--- src/rtl/ahb_slave_arbiter_gen.sv ---
// AHB slave-side burst arbiter: registered one-hot grant held for the whole burst, fixed priority by default.
// Define AHB_ARB_ROUND_ROBIN_EN to select round-robin arbitration starting after the last granted master.
module ahb_slave_arbiter_gen #(
   parameter int MASTER_NUM = 4,
   parameter int MID_W      = $clog2(MASTER_NUM)
) (
   input  logic                       hclk,
   input  logic                       hreset_n,
   input  logic [MASTER_NUM-1:0]      hreq,
   input  logic [MASTER_NUM-1:0][2:0] hburst,
   input  logic                       hwait,
   output logic [MASTER_NUM-1:0]      hgrant,
   output logic                       hsel,
   output logic [MID_W-1:0]           hmaster,
   output logic                       hlast
);

   localparam logic [2:0] BURST_SINGLE = 3'd0;
   localparam logic [2:0] BURST_INCR   = 3'd1;

   typedef enum logic {
      IDLE,
      BURST
   } stateT;

   stateT                 r_state;
   stateT                 w_nextState;
   logic [MASTER_NUM-1:0] r_grant;
   logic [MID_W-1:0]      r_master;
   logic [2:0]            r_burst;
   logic [3:0]            r_count;
   logic [3:0]            w_limit;
   logic                  w_anyReq;
   logic                  w_lastDone;
   logic                  w_newGrant;
   logic                  w_goIdle;
   logic [MID_W-1:0]      w_lowWinner;
   logic [MID_W-1:0]      w_winner;
   logic [MASTER_NUM-1:0] w_oneHot;

   assign w_anyReq   = |hreq;
   assign hgrant     = r_grant;
   assign hsel       = |r_grant;
   assign hmaster    = r_master;
   assign w_lastDone = hlast & ~hwait;

   // Final-beat index for each fixed-length burst type; INCR ends on request drop instead.
   always_comb begin
      w_limit = 4'd15;
      case (r_burst)
         3'd0:       w_limit = 4'd0;
         3'd2, 3'd3: w_limit = 4'd3;
         3'd4, 3'd5: w_limit = 4'd7;
         default:    w_limit = 4'd15;
      endcase
   end

   always_comb begin
      hlast = 1'b0;
      if (r_state == BURST) begin
         if (r_burst == BURST_INCR) hlast = ~hreq[r_master];
         else                       hlast = (r_count == w_limit);
      end
   end

   always_comb begin
      w_lowWinner = '0;
      for (int i = MASTER_NUM - 1; i >= 0; i--) begin
         if (hreq[i]) w_lowWinner = MID_W'(i);
      end
   end

`ifdef AHB_ARB_ROUND_ROBIN_EN
   logic [MID_W-1:0] r_ptr;
   logic [MID_W-1:0] w_highWinner;
   logic             w_highFound;

   // Prefer the lowest requester above the pointer; otherwise wrap to the lowest overall.
   always_comb begin
      w_highWinner = '0;
      w_highFound  = 1'b0;
      for (int i = MASTER_NUM - 1; i >= 0; i--) begin
         if (hreq[i] && (MID_W'(i) > r_ptr)) begin
            w_highWinner = MID_W'(i);
            w_highFound  = 1'b1;
         end
      end
      w_winner = w_highFound ? w_highWinner : w_lowWinner;
   end

   always_ff @(posedge hclk or negedge hreset_n) begin
      if (!hreset_n)       r_ptr <= MID_W'(MASTER_NUM - 1);
      else if (w_newGrant) r_ptr <= w_winner;
   end
`else
   assign w_winner = w_lowWinner;
`endif

   always_comb begin
      w_oneHot           = '0;
      w_oneHot[w_winner] = 1'b1;
   end

   always_ff @(posedge hclk or negedge hreset_n) begin
      if (!hreset_n) r_state <= IDLE;
      else           r_state <= w_nextState;
   end

   // Arbitration happens only from IDLE or on the completing final beat.
   always_comb begin
      w_nextState = r_state;
      w_newGrant  = 1'b0;
      w_goIdle    = 1'b0;
      case (r_state)
         IDLE: begin
            if (w_anyReq) begin
               w_nextState = BURST;
               w_newGrant  = 1'b1;
            end
         end
         BURST: begin
            if (w_lastDone) begin
               if (w_anyReq) begin
                  w_newGrant = 1'b1;
               end else begin
                  w_nextState = IDLE;
                  w_goIdle    = 1'b1;
               end
            end
         end
         default: w_nextState = IDLE;
      endcase
   end

   always_ff @(posedge hclk or negedge hreset_n) begin
      if (!hreset_n) begin
         r_grant  <= '0;
         r_master <= '0;
         r_burst  <= BURST_SINGLE;
         r_count  <= '0;
      end else if (w_newGrant) begin
         r_grant  <= w_oneHot;
         r_master <= w_winner;
         r_burst  <= hburst[w_winner];
         r_count  <= '0;
      end else if (w_goIdle) begin
         r_grant  <= '0;
         r_master <= '0;
         r_burst  <= BURST_SINGLE;
         r_count  <= '0;
      end else if (hsel && !hwait && (r_count != 4'hF)) begin
         r_count  <= r_count + 4'd1;
      end
   end

endmodule
--- config.mk ---
export PLATFORM = sky130hd
export DESIGN_NAME = ahb_slave_arbiter_gen
export DESIGN_NICKNAME = d
export VERILOG_FILES = /design/src/rtl/ahb_slave_arbiter_gen.sv
export SDC_FILE = /design/constraint.sdc
export NUM_CORES = 1
export LEC_CHECK = 0
export ABC_AREA = 1
export CAP_MARGIN = 25
export CORE_MARGIN = 2
export CORE_UTILIZATION = 45
export CTS_CLUSTER_SIZE = 30
export DETAILED_ROUTE_END_ITERATION = 8
export PLACE_DENSITY = 0.77
export REMOVE_ABC_BUFFERS = 1
export SYNTH_ARGS = -nofsm -noshare
export SYNTH_HDL_FRONTEND = slang
export SYNTH_SLANG_ARGS = --single-unit
--- constraint.sdc ---
create_clock -name hclk -period 1.6 [get_ports hclk]
set_input_delay 0.16 -clock hclk [delete_from_list [all_inputs] [get_ports hclk]]
set_output_delay 0.16 -clock hclk [all_outputs]
set_load 0.1 [all_outputs]
==> qor.txt, run 1 <==
status -> finished, violations left
failing checks -> negative setup slack
die height -> 48.5 µm
Ports -> 27
max-cap violations -> 0
slowest stage cell, crit path -> dfrtp_1
placed inst area -> 0.00131 mm²
initial antenna violation count -> 0
average cell area after synthesis -> 6.91 µm²
sw frac -> 54.0%
CP Max Fanout -> 5
CTS Root Cell -> clkbuf_4
Seq pwr share -> 19.9%
Mapped Cells -> 129
Tmin final -> 1.75 ns
Die W -> 48.5 µm
Post-synth top cells -> nand2_1 (39), nand3_1 (20), inv_1 (19), dfrtp_1 (14), nor2_1 (10)
Synth Warn # -> 0
final setup fails -> 15
cell accounting for the most synthesized area -> dfrtp_1
worst-skew pair later-pin latency -> 0.27 ns
Post-CTS Hold Buffers -> 0
Clock Power Share -> 5.9%
share of cells above drive strength 1 -> 31.8%
Mapped Area -> 891 µm²
Total GRT Usage -> 21.4%
H-tree levels -> 1
Final Skew -> 0.00717 ns
FFs w/ async S/R, synth -> 100%
max-slew violations -> 0
Worst Path Required -> 1.80 ns
CTS tree -> yes
largest cells by area after synthesis -> dfrtp_1 (39%), nand2_1 (16%), nand3_1 (11%), inv_1 (8.0%), nor2_1 (4.2%)
Final Cell Area -> 0.00154 mm²
CTS buffer count -> 3
Internal -> 0.00156 W
drt total wl -> 2850 µm
first-pass GRT wire length -> 4000 µm
PwrDens -> 2200 mW/mm²
combinational fraction of design power -> 74.2%
number of global-route vias before repair -> 1025
Syn-to-layout area delta -> 72.8%
PnR Total Power -> 0.00339 W
number of diodes -> 0
slew margin rel. -> 71.9%
Die Area -> 0.00235 mm²
top cell type's share of synthesized area -> 39.3%
Buffers on Ports -> 26
DR pass1 iterations -> 4
residual DRC count -> 0
Psw -> 0.00183 W
EDFF count, synth -> 0
FMAX -> 571 MHz
max incr delay on CP -> 0.43 ns
total grt overflow -> 0
Tcrit/Tclk final -> 109%
Vias -> 1086
VDD IR max -> 1780 µV
Fill cells -> 123
First DRT Iteration DRCs -> 36
Worst-path clk slew -> 0.09 ns
DR vias/cell -> 5.35
Final #Nets -> 198
Setup WS post-layout -> -0.152 ns
Pleak -> 0.730 nW
largest net degree at the start of global routing -> 15
top-count cell post-synth -> nand2_1
post-synth cell types -> 19
actual slew at the worst max-slew pin -> 0.422 ns
unrepaired setup endpoints after global routing -> true
fin cells -> 203
worst hold-check path type -> in2async
crit-path cells -> nor2_1 -> nand2_1 -> a21oi_2 -> nand2_2 -> buf_4 -> nand2_4 -> nand3_4 -> nand2_4 -> nand2_1 -> o21ai_1
DP Cell Count -> 188
Initial Utilization -> 46.4%
Final Hold Viols -> 0
final RePlAce weighted congestion -> 0.775
CP endpoint kind -> register
Seq cells post-synth -> 14
Rows -> 16
setup slack at placement -> -0.0293 ns
Most used DFF post-synth -> dfrtp_1
HPWL after DPL -> 1750 µm
post-synthesis sequential area ratio -> 39.3%
post-DR wirelength/cell -> 14.0 µm
element type at the critical path start -> register
Core ar. -> 0.00192 mm²
antenna viol nets, final -> 0
critical path class -> reg2reg
clk sinks -> 14
maximum clock path buffer count -> 2
Arr. time, crit path -> 1.95 ns
## power by group through the flow
stage               clock [W]  combinational [W]  sequential (W)
global placement            0            0.00202        0.000691
finish               0.000199            0.00252        0.000674
floorplan                   0           0.000818         0.00112
CTS                  0.000198            0.00222        0.000664
global route         0.000215            0.00263        0.000699
detailed placement          0            0.00206        0.000697
## metal layers
layer  routed length, µm  GRT usage [%]
met5                   0              0
met4                 113           11.9
met3                 144           3.09
met2                1540           39.8
met1                1050           23.3
## repair_timing
action,CTS,global route
buffers inserted,8,2
endpoints found under the setup margin,1,15
resized for setup,5,20
pin swaps,5,12
gates cloned,0,2
## logic make-up after synthesis
kind of cell / after synthesis / share of synthesized area (%)
simple gates: 78 / 39.9
compound gates: 13 / 8.01
xor+xnor: 3 / 2.95
buf+inv: 20 / 8.43
flops: 14 / 39.3
fa+ha+maj: 1 / 1.40
## cell usage in the layout (no fill, tap or decap)
cell	netlist	layout
a21oi_4	0	1
nand2_4	1	2
clkdlybuf4s50_1	0	18
nand3_4	1	1
nand2_2	2	5
a21oi_2	0	3
o211ai_1	1	1
nor3_2	0	1
nand3_1	20	13
ha_1	1	1
clkbuf_4	0	3
xor2_1	3	3
nor2_2	2	3
buf_4	0	15
dfrtp_2	0	1
dfrtp_1	14	13
nand4_1	2	2
nand2_8	0	2
o21ai_0	3	3
nand3_2	0	8
o21ai_2	1	1
buf_6	0	1
nand2_1	39	34
o21ai_1	4	4
inv_2	1	1
inv_1	19	19
buf_12	0	8
nor2_1	10	9
## stage by stage
stage | util, % | hold slack (ns) | setup TNS (ns)
global placement | 68.2 | 0.490 | 0
floorplan | - | -0.136 | -8.22
finish | 80.1 | 0.196 | -1.47
detailed placement | 68.2 | 0.493 | -0.0845
global route | 80.1 | 0.226 | -2.59
CTS | 73.3 | 0.201 | -0.0120
## path summary, 6_finish.rpt
| kind | start | slack [ns] | endpoint | cells after the start |
|---|---|---|---|---|
| max | r_count[3] | -0.15 | hmaster[1] | 10 |
| min | hreset_n | 0.20 | r_burst[1] | 2 |
| max reg2reg | r_count[3] | -0.15 | hmaster[1] | 10 |
| min reg2reg | r_burst[0] | 0.56 | r_burst[0] | 2 |
| max in group asynchronous | hreset_n | 1.22 | hmaster[0] | 2 |
| min in group hclk | hreq[1] | 0.56 | hgrant[1] | 3 |
## layout make-up
| cell class | count | area, µm² | share of cell area (%) |
|---|---|---|---|
| Clock buffer | 3 | 22.5 | 1.46 |
| Multi-Input combinational cell | 97 | 592 | 38.5 |
| Tap cell | 27 | 33.8 | 2.20 |
| Timing Repair Buffer | 42 | 464 | 30.2 |
| Inverter | 20 | 75.1 | 4.88 |
| Sequential cell | 14 | 352 | 22.8 |
## worst max-delay path, delay by kind of cell, from the launching register on
family	cells	cell delay (ns)
AOI/OAI and AO/OA	2	0.30
buffers and inverters	1	0.15
DFF	1	0.43
and+or+nand+nor	7	0.79
## sequential cells by signal (all words and copies together) (netlist names)
signal and flops:
hgrant 4, hmaster 2, r_burst 3, r_count 4, r_state 1
No activity file was read; power rests on OpenSTA's default activity.
==> run 2, diff against run 1 <==
- GPL_TIMING_DRIVEN: default -> 0
==> qor.txt, run 2 (synthesis gave the netlist of run 1 again) <==
maximum clock path buffer count -> 2
Vias -> 901
reg2reg path depth -> 8
Initial Utilization -> 46.4%
antenna viol nets, final -> 0
H-tree levels -> 1
final setup fails -> 1
combinational fraction of design power -> 67.7%
status -> finished, violations left
post-layout util -> 64.4%
VDD IR max -> 2000 µV
CTS tree -> yes
Ports -> 27
Tmin final -> 1.67 ns
DR pass1 iterations -> 4
largest net degree at the start of global routing -> 15
total grt overflow -> 0
share of cells above drive strength 1 -> 15.1%
CP Max Fanout -> 4
residual DRC count -> 0
crit-path cells -> inv_2 -> nand3_2 -> a21oi_2 -> nand2_2 -> a21oi_2 -> buf_8
Tcrit/Tclk final -> 104%
DR vias/cell -> 4.84
worst-skew pair later-pin latency -> 0.27 ns
CTS buffer count -> 3
drt total wl -> 1980 µm
element type at the critical path start -> register
commonest non-fill, non-tap cell in the layout -> nand2_1
die height -> 48.5 µm
HPWL after DPL -> 1600 µm
max-cap violations -> 0
first-pass GRT wire length -> 3270 µm
Worst Path Required -> 1.44 ns
Post-CTS Hold Buffers -> 0
post-DR wirelength/cell -> 10.6 µm
Buffers on Ports -> 26
fin cells -> 186
Total GRT Usage -> 17.9%
CP endpoint kind -> primary output
slew margin rel. -> 56.6%
critical path class -> reg2out
Arr. time, crit path -> 1.51 ns
largest delay contributor family on the critical path -> flip-flops
actual slew at the worst max-slew pin -> 0.648 ns
initial antenna violation count -> 0
Die Area -> 0.00235 mm²
worst hold-check path type -> in2async
Pleak -> 0.602 nW
clk sinks -> 14
number of global-route vias before repair -> 828
Psw -> 0.00155 W
Final Skew -> 0.00536 ns
Clock Power Share -> 7.4%
DP Cell Count -> 182
Crit path buffers/inverters -> 2
FMAX -> 599 MHz
failing checks -> negative setup slack
most frequent cells in the layout -> nand2_1 (38), inv_1 (19), nand3_1 (19)
max-slew violations -> 0
final RePlAce weighted congestion -> 0.736
Seq pwr share -> 24.9%
sw frac -> 59.5%
max incr delay on CP -> 0.43 ns
cell repeated most along the worst path -> a21oi_2
Internal -> 0.00106 W
First DRT Iteration DRCs -> 17
Syn-to-layout area delta -> 38.9%
Setup WS post-layout -> -0.0703 ns
PwrDens -> 2110 mW/mm²
CTS Root Cell -> clkbuf_4
Core ar. -> 0.00192 mm²
Final #Nets -> 181
Final Hold Viols -> 0
number of diodes -> 0
Worst-path clk slew -> 0.08 ns
instance count on the critical path -> 6
Rows -> 16
unrepaired setup endpoints after global routing -> true
Fill cells -> 191
slowest stage cell, crit path -> dfrtp_1
Die W -> 48.5 µm
[run 2: timing repair]
item                                   in CTS  in global routing
endpoints found under the hold margin       0                  0
setup endpoints to repair                   8                  3
gates resized for setup                    30                  5
pin swaps                                   1                  4
buffers inserted                            0                  1
[run 2: per-stage QoR]
step / setup TNS [ns] / setup WS [ns] / cell area [µm²] / power (W) / hold slack [ns]
floorplan: -8.22 / -1.42 / 891 / 0.00194 / -0.136
global placement: -1.50 / -0.820 / 1180 / 0.00236 / 0.526
detailed placement: -1.58 / -0.823 / 1180 / 0.00239 / 0.527
CTS: -0.0666 / -0.0666 / 1220 / 0.00260 / 0.295
global route: -0.167 / -0.167 / 1240 / 0.00277 / 0.345
finish: -0.0703 / -0.0703 / 1240 / 0.00261 / 0.279
[run 2: layer usage]
layer  global-route usage, %  share of wire (%)  up-vias
li1                        -                  -      472
met1                    19.6                 42      394
met2                    33.1                 51       31
met3                    2.47                4.5        4
met4                    10.0                2.0        0
met5                       0                  0        -
[run 2: layout make-up]
type | instances | area [µm²] | area share [%]
repair buffers | 27 | 275 | 22.2
inverters | 20 | 75.1 | 6.07
well taps | 27 | 33.8 | 2.73
clock buffers | 3 | 22.5 | 1.82
flip-flops and latches | 14 | 350 | 28.3
multi-input cells | 95 | 480 | 38.8
[run 2: path summary, 6_finish.rpt]
kind / startpoint / endpoint / slack (ns)
max reg2reg: r_count[3] / hgrant[2] / 0.16
min reg2reg: hgrant[1] / hgrant[1] / 0.56
min: hreset_n / r_count[2] / 0.28
max: r_count[3] / hlast / -0.07
min in group hclk: hreq[0] / hgrant[0] / 0.55
max in group asynchronous: hreset_n / hgrant[1] / 0.90
[run 2: power by group through the flow]
stage | Combinational (W) | Clock (W) | Sequential [W]
2_1_floorplan | 0.000818 | 0 | 0.00112
3_3_place_gp | 0.00171 | 0 | 0.000651
3_5_place_dp | 0.00174 | 0 | 0.000653
4_1_cts | 0.00175 | 0.000197 | 0.000647
5_1_grt | 0.00188 | 0.000212 | 0.000670
6_report | 0.00177 | 0.000193 | 0.000651
[run 2: worst register-to-register path, stage by stage, from the launching register on]
cell,delay (ns)
dfrtp_1,0.43
inv_2,0.10
nand3_2,0.07
a21oi_2,0.16
nand2_2,0.08
nand2_2,0.09
nand3_4,0.12
nand2_2,0.18
o21ai_1,0.09
